--- config.mk ---
export PLATFORM = sky130hd
export DESIGN_NAME = alarm_ring_controller
export DESIGN_NICKNAME = d
export VERILOG_FILES = /design/src/rtl/alarm_ring_controller.sv
export SDC_FILE = /design/constraint.sdc
export NUM_CORES = 1
export LEC_CHECK = 0
export CORE_MARGIN = 8
export CORE_UTILIZATION = 46
export DETAILED_ROUTE_END_ITERATION = 8
export PLACE_DENSITY = 0.75
export SYNTH_ARGS = -nofsm -noshare
export SYNTH_HDL_FRONTEND = slang
export SYNTH_SLANG_ARGS = --single-unit
--- constraint.sdc ---
create_clock -name clock -period 2.5 [get_ports clock]
set_input_delay 0.25 -clock clock [delete_from_list [all_inputs] [get_ports clock]]
set_output_delay 0.25 -clock clock [all_outputs]
set_load 0.05 [all_outputs]
--- src/rtl/alarm_ring_controller.sv ---
// alarm_ring_controller
//   Detects the rising edge of "current time == alarm time" (at second 0)
//   while in normal mode with the alarm armed, then sequences the buzzer
//   through ring / snooze / stop with a bounded snooze budget.
//
// Ports
//   clock, reset            system clock, synchronous active-high reset
//   tick_1hz                one-cycle pulse per second
//   mode[1:0]               0 normal, anything else cancels / blocks the alarm
//   cur_hour/min/sec        current time (binary)
//   alm_hour/min            alarm time (binary)
//   alarm_enable            alarm armed (level)
//   snooze_btn, stop_btn    debounced one-cycle pulses
//   buzzer                  buzzer drive
//   ringing, snoozed        state indicators
//   snooze_left[1:0]        snoozes remaining for this alarm event
//
// Build option
//   ALARM_BEEP_PATTERN_EN   when defined the buzzer beeps 1 s on / 1 s off while
//                           ringing; otherwise the buzzer follows ringing.
module alarm_ring_controller #(
  parameter int RING_SECONDS   = 60,
  parameter int SNOOZE_MINUTES = 5,
  parameter int MAX_SNOOZE     = 3
) (
  input  logic       clock,
  input  logic       reset,
  input  logic       tick_1hz,
  input  logic [1:0] mode,
  input  logic [4:0] cur_hour,
  input  logic [5:0] cur_min,
  input  logic [5:0] cur_sec,
  input  logic [4:0] alm_hour,
  input  logic [5:0] alm_min,
  input  logic       alarm_enable,
  input  logic       snooze_btn,
  input  logic       stop_btn,
  output logic       buzzer,
  output logic       ringing,
  output logic       snoozed,
  output logic [1:0] snooze_left
);

  localparam int SNZ_TICKS = SNOOZE_MINUTES * 60;
  localparam int RW        = $clog2(RING_SECONDS + 1);
  localparam int SW        = $clog2(SNZ_TICKS + 1);

  localparam logic [RW-1:0] RING_LAST = RW'(RING_SECONDS - 1);
  localparam logic [SW-1:0] SNZ_LOAD  = SW'(SNZ_TICKS);
  localparam logic [SW-1:0] SNZ_ONE   = SW'(1);
  localparam logic [1:0]    LEFT_MAX  = 2'(MAX_SNOOZE);

  typedef enum logic [1:0] {IDLE = 2'd0, RINGING = 2'd1, SNOOZE = 2'd2} state_t;

  state_t        state, state_d;
  logic [RW-1:0] ring_cnt, ring_d;
  logic [SW-1:0] snz_cnt, snz_d;
  logic [1:0]    left_q, left_d;
  logic          match_q;

  logic match, trigger, cancel;

  // Ring only on the first cycle of a match; match_q resets high so a match
  // already present when reset releases is not treated as a new event.
  assign match   = (cur_hour == alm_hour) && (cur_min == alm_min) && (cur_sec == 6'd0);
  assign trigger = match && !match_q && (mode == 2'd0) && alarm_enable;
  assign cancel  = !alarm_enable || (mode != 2'd0);

  always_ff @(posedge clock) begin
    if (reset) begin
      state    <= IDLE;
      ring_cnt <= '0;
      snz_cnt  <= '0;
      left_q   <= LEFT_MAX;
      match_q  <= 1'b1;
    end else begin
      state    <= state_d;
      ring_cnt <= ring_d;
      snz_cnt  <= snz_d;
      left_q   <= left_d;
      match_q  <= match;
    end
  end

  // Priority: cancel > stop > snooze > tick. A button that causes a
  // transition swallows a coincident tick.
  always_comb begin
    state_d = state;
    ring_d  = ring_cnt;
    snz_d   = snz_cnt;
    left_d  = left_q;
    case (state)
      IDLE: begin
        if (trigger) begin
          state_d = RINGING;
          ring_d  = '0;
          left_d  = LEFT_MAX;
        end
      end
      RINGING: begin
        if (cancel || stop_btn) begin
          state_d = IDLE;
          left_d  = LEFT_MAX;
        end else if (snooze_btn && (left_q != 2'd0)) begin
          state_d = SNOOZE;
          left_d  = left_q - 2'd1;
          snz_d   = SNZ_LOAD;
        end else if (tick_1hz) begin
          ring_d = ring_cnt + RW'(1);
          if (ring_cnt == RING_LAST) state_d = IDLE;
        end
      end
      SNOOZE: begin
        if (cancel || stop_btn) begin
          state_d = IDLE;
          left_d  = LEFT_MAX;
        end else if (tick_1hz) begin
          snz_d = snz_cnt - SW'(1);
          if (snz_cnt == SNZ_ONE) begin
            state_d = RINGING;
            ring_d  = '0;
          end
        end
      end
      default: state_d = IDLE;
    endcase
  end

  assign ringing     = (state == RINGING);
  assign snoozed     = (state == SNOOZE);
  assign snooze_left = left_q;

`ifdef ALARM_BEEP_PATTERN_EN
  // Beep phase: forced to 1 on every entry to RINGING, toggled by each tick
  // that leaves us in RINGING, cleared elsewhere.
  logic buzz_q;
  always_ff @(posedge clock) begin
    if (reset)                   buzz_q <= 1'b0;
    else if (state_d != RINGING) buzz_q <= 1'b0;
    else if (state != RINGING)   buzz_q <= 1'b1;
    else if (tick_1hz)           buzz_q <= ~buzz_q;
  end
  assign buzzer = buzz_q;
`else
  assign buzzer = ringing;
`endif

endmodule

==> reports/results.ini <==
[routing]
ant_nets=0
drc=0
first_pass_iters=5
drt_wl_total_um=3371
via_per_inst=5.653
num_vias=1255
post_drt_wl_per_cell_um=15.18
drtIter0Drc=43

[layout]
utilization_pct=65.24
antennaDiodeCount=0
layout-drive-gt1-share_pct=8.377
final_nets=232
synthToLayoutAreaGrowth_pct=36.92

[cts]
cts_root_buf=clkbuf_4
cts_buffers=3
path_clk_slew_ps=120
cts_max_path_buffers=2
cts_tree=yes
post_cts_resized=0
h-tree-depth=1
worst_skew_pair.late_latency_ps=300
postCtsSetupBuffers=0
cts.sinks=20
ctsHoldBuffers=0

[worst_hold_path]
hp-class=reg -> reg

[timing]
holdWs_ps=502.0
fin_crit_ps=2368
slew_headroom_pct=57.82
drv_slew=0
grt_setup_unrepaired=false
setup_viol=0
fmax_mhz=422.2
skew_ps=2.422
hold_viol=0
tightestPinTransition_ps=628.9
fin_crit_sh_pct=94.73
tns_ps=0

[critical_path]
endpoint_kind=output port
cp_max_fo=8
arrival_ps=2120
start_kind=flip-flop
crit_required_ps=2250
worst-setup-path-type=reg -> out

[synthesis]
syn_area_mm2=0.001291
synth_compound_area_share_pct=19.19
ys_warn_count=0
ys_ff_latch=20
synth_area_leaders=dfxtp_1 (31%), xor2_1 (8.1%), nor2_1 (4.1%)
yosys.area.top_type=dfxtp_1
ys_types=49
synth_mux_area_share_pct=2.326
syn-instance-count=150
yosys.area_share.simple_pct=27.81
synthArstFlopShare_pct=0
synth_top_family_by_area=simple AND/OR/NAND/NOR gates
syn_avg_cell_area_um2=8.608
yosysSeqAreaShare_pct=31.01
synth_edf_count=0
ys.flop_type=dfxtp_1
synth_fa_ha_area_share_pct=3.876
netlist.area_leader.share_pct=31.01
synth_xor_area_share_pct=9.496
syn-num-nets=190

[power]
leakagePower_uw=0.0007213
worst_ir_drop_vdd_uv=529.4
power_density_mw_per_mm2=385.0

[global_route]
gr-total-overflow=0
grt_pass1_vias=1238
grt_max_degree=16
antenna_found_initial=0
grt_pass1_wl_um=5561
track_usage_pct=14.98

[floorplan]
die_x_um=68.98
start_util_pct=47.65
die_h_um=68.98
ioPinCount=41
core_mm2=0.002710
rows=19
dieArea_mm2=0.004758

[place]
portBuffers=40
dp_hpwl_um=2796
gp_congestion=0.8232

[job]
maxCapViolCount=0

[outcome]
outcome=finished clean

-- Yosys cell counts, types with 2 or more instances --
library cell / n
a211oi_1: 2
a21oi_1: 10
a311oi_1: 3
and3_1: 2
clkbuf_1: 2
dfxtp_1: 20
ha_1: 4
inv_1: 11
mux2i_1: 3
nand2_1: 9
nand2b_1: 2
nand3_1: 6
nand4_1: 3
nand4b_1: 2
nor2_1: 14
nor3_1: 7
nor4_1: 2
o2111a_1: 2
o221ai_1: 2
or4_1: 3
xnor2_1: 2
xor2_1: 12
-- stage by stage --
step                      cells  total power (uW)  area (um^2)  worst slack, ps
after CTS                   222             685.0         1765            109.3
after global placement      218             418.4         1713            126.9
after global routing        222             704.7         1768            3.703
final                       222             680.7         1768            131.7
after floorplan             150             354.0         1291            305.5
after detailed placement    218             420.9         1713            75.86
-- cell type report --
| type | instances | area (um^2) |
|---|---|---|
| fillers | 241 | 942.2 |
| multi-input cells | 113 | 809.5 |
| repair buffers | 43 | 425.4 |
| flip-flops and latches | 20 | 400.4 |
| inverters | 11 | 41.29 |
| well taps | 31 | 38.79 |
| clock inverters | 1 | 30.03 |
| clock buffers | 3 | 22.52 |
-- path summary, 6_finish.rpt --
| path | endpoint | slack [ps] | cells past startpoint | startpoint |
|---|---|---|---|---|
| hold reg to reg | snooze_left[0]$_SDFFE_PP1P_ | 500 | 1 | snooze_left[0]$_SDFFE_PP1P_ |
| hold / removal | snooze_left[0]$_SDFFE_PP1P_ | 500 | 1 | snooze_left[0]$_SDFFE_PP1P_ |
| setup reg to reg | ring_cnt[3]$_SDFFE_PP0P_ | 390 | 5 | snz_cnt[4]$_SDFFE_PP0P_ |
| setup / recovery | buzzer | 130 | 3 | state[0]$_SDFFE_PP0P_ |
-- where the power goes --
part | leakage (uW) | switching [uW] | internal, uW | total, uW
combinational | 0.000532 | 31.3 | 62.7 | 94.0
clock | 0.0000279 | 105 | 162 | 267
sequential | 0.000161 | 0.143 | 319 | 320
-- registers in the layout, indices dropped and copies added (netlist names) --
signal and count:
match_q 1, ring_cnt 6, snooze_left 2, snz_cnt 9, state 2
-- cells in the final DEF, fill, tap and decap left out, types with 4 or more instances in the layout --
cell type,netlist,final
dfxtp_1,20,20
inv_1,11,11
clkdlybuf4s50_1,0,39
ha_1,4,4
xor2_1,12,12
nand2_1,9,9
a21oi_1,10,10
nor3_1,7,7
nor2_1,14,14
nand3_1,6,6
-- kinds of logic (layout without fill, tap and decap cells) --
logic type               after synthesis  in the layout
AND/OR/NAND/NOR                       60             60
AO/OA/AOI/OAI                         32             32
flip-flops                            20             20
buffers and inverters                 17             58
XOR/XNOR                              14             14
adder cells (fa/ha/maj)                4              4
multiplexers                           3              3
-- critical path: stages, from the launching register on --
cell	delay, ps
dfxtp_1	400
nand2b_1	210
inv_1	330
clkdlybuf4s50_1	870
-- routing by layer --
metal	global-route usage [%]	up-vias	routed length (um)
met5	0	-	0
met4	0.7519	0	8
met3	4.685	2	196
met2	28.42	22	1760
met1	16.56	596	1405
li1	-	635	-
Note: power is estimated with default switching activity, not from simulation.
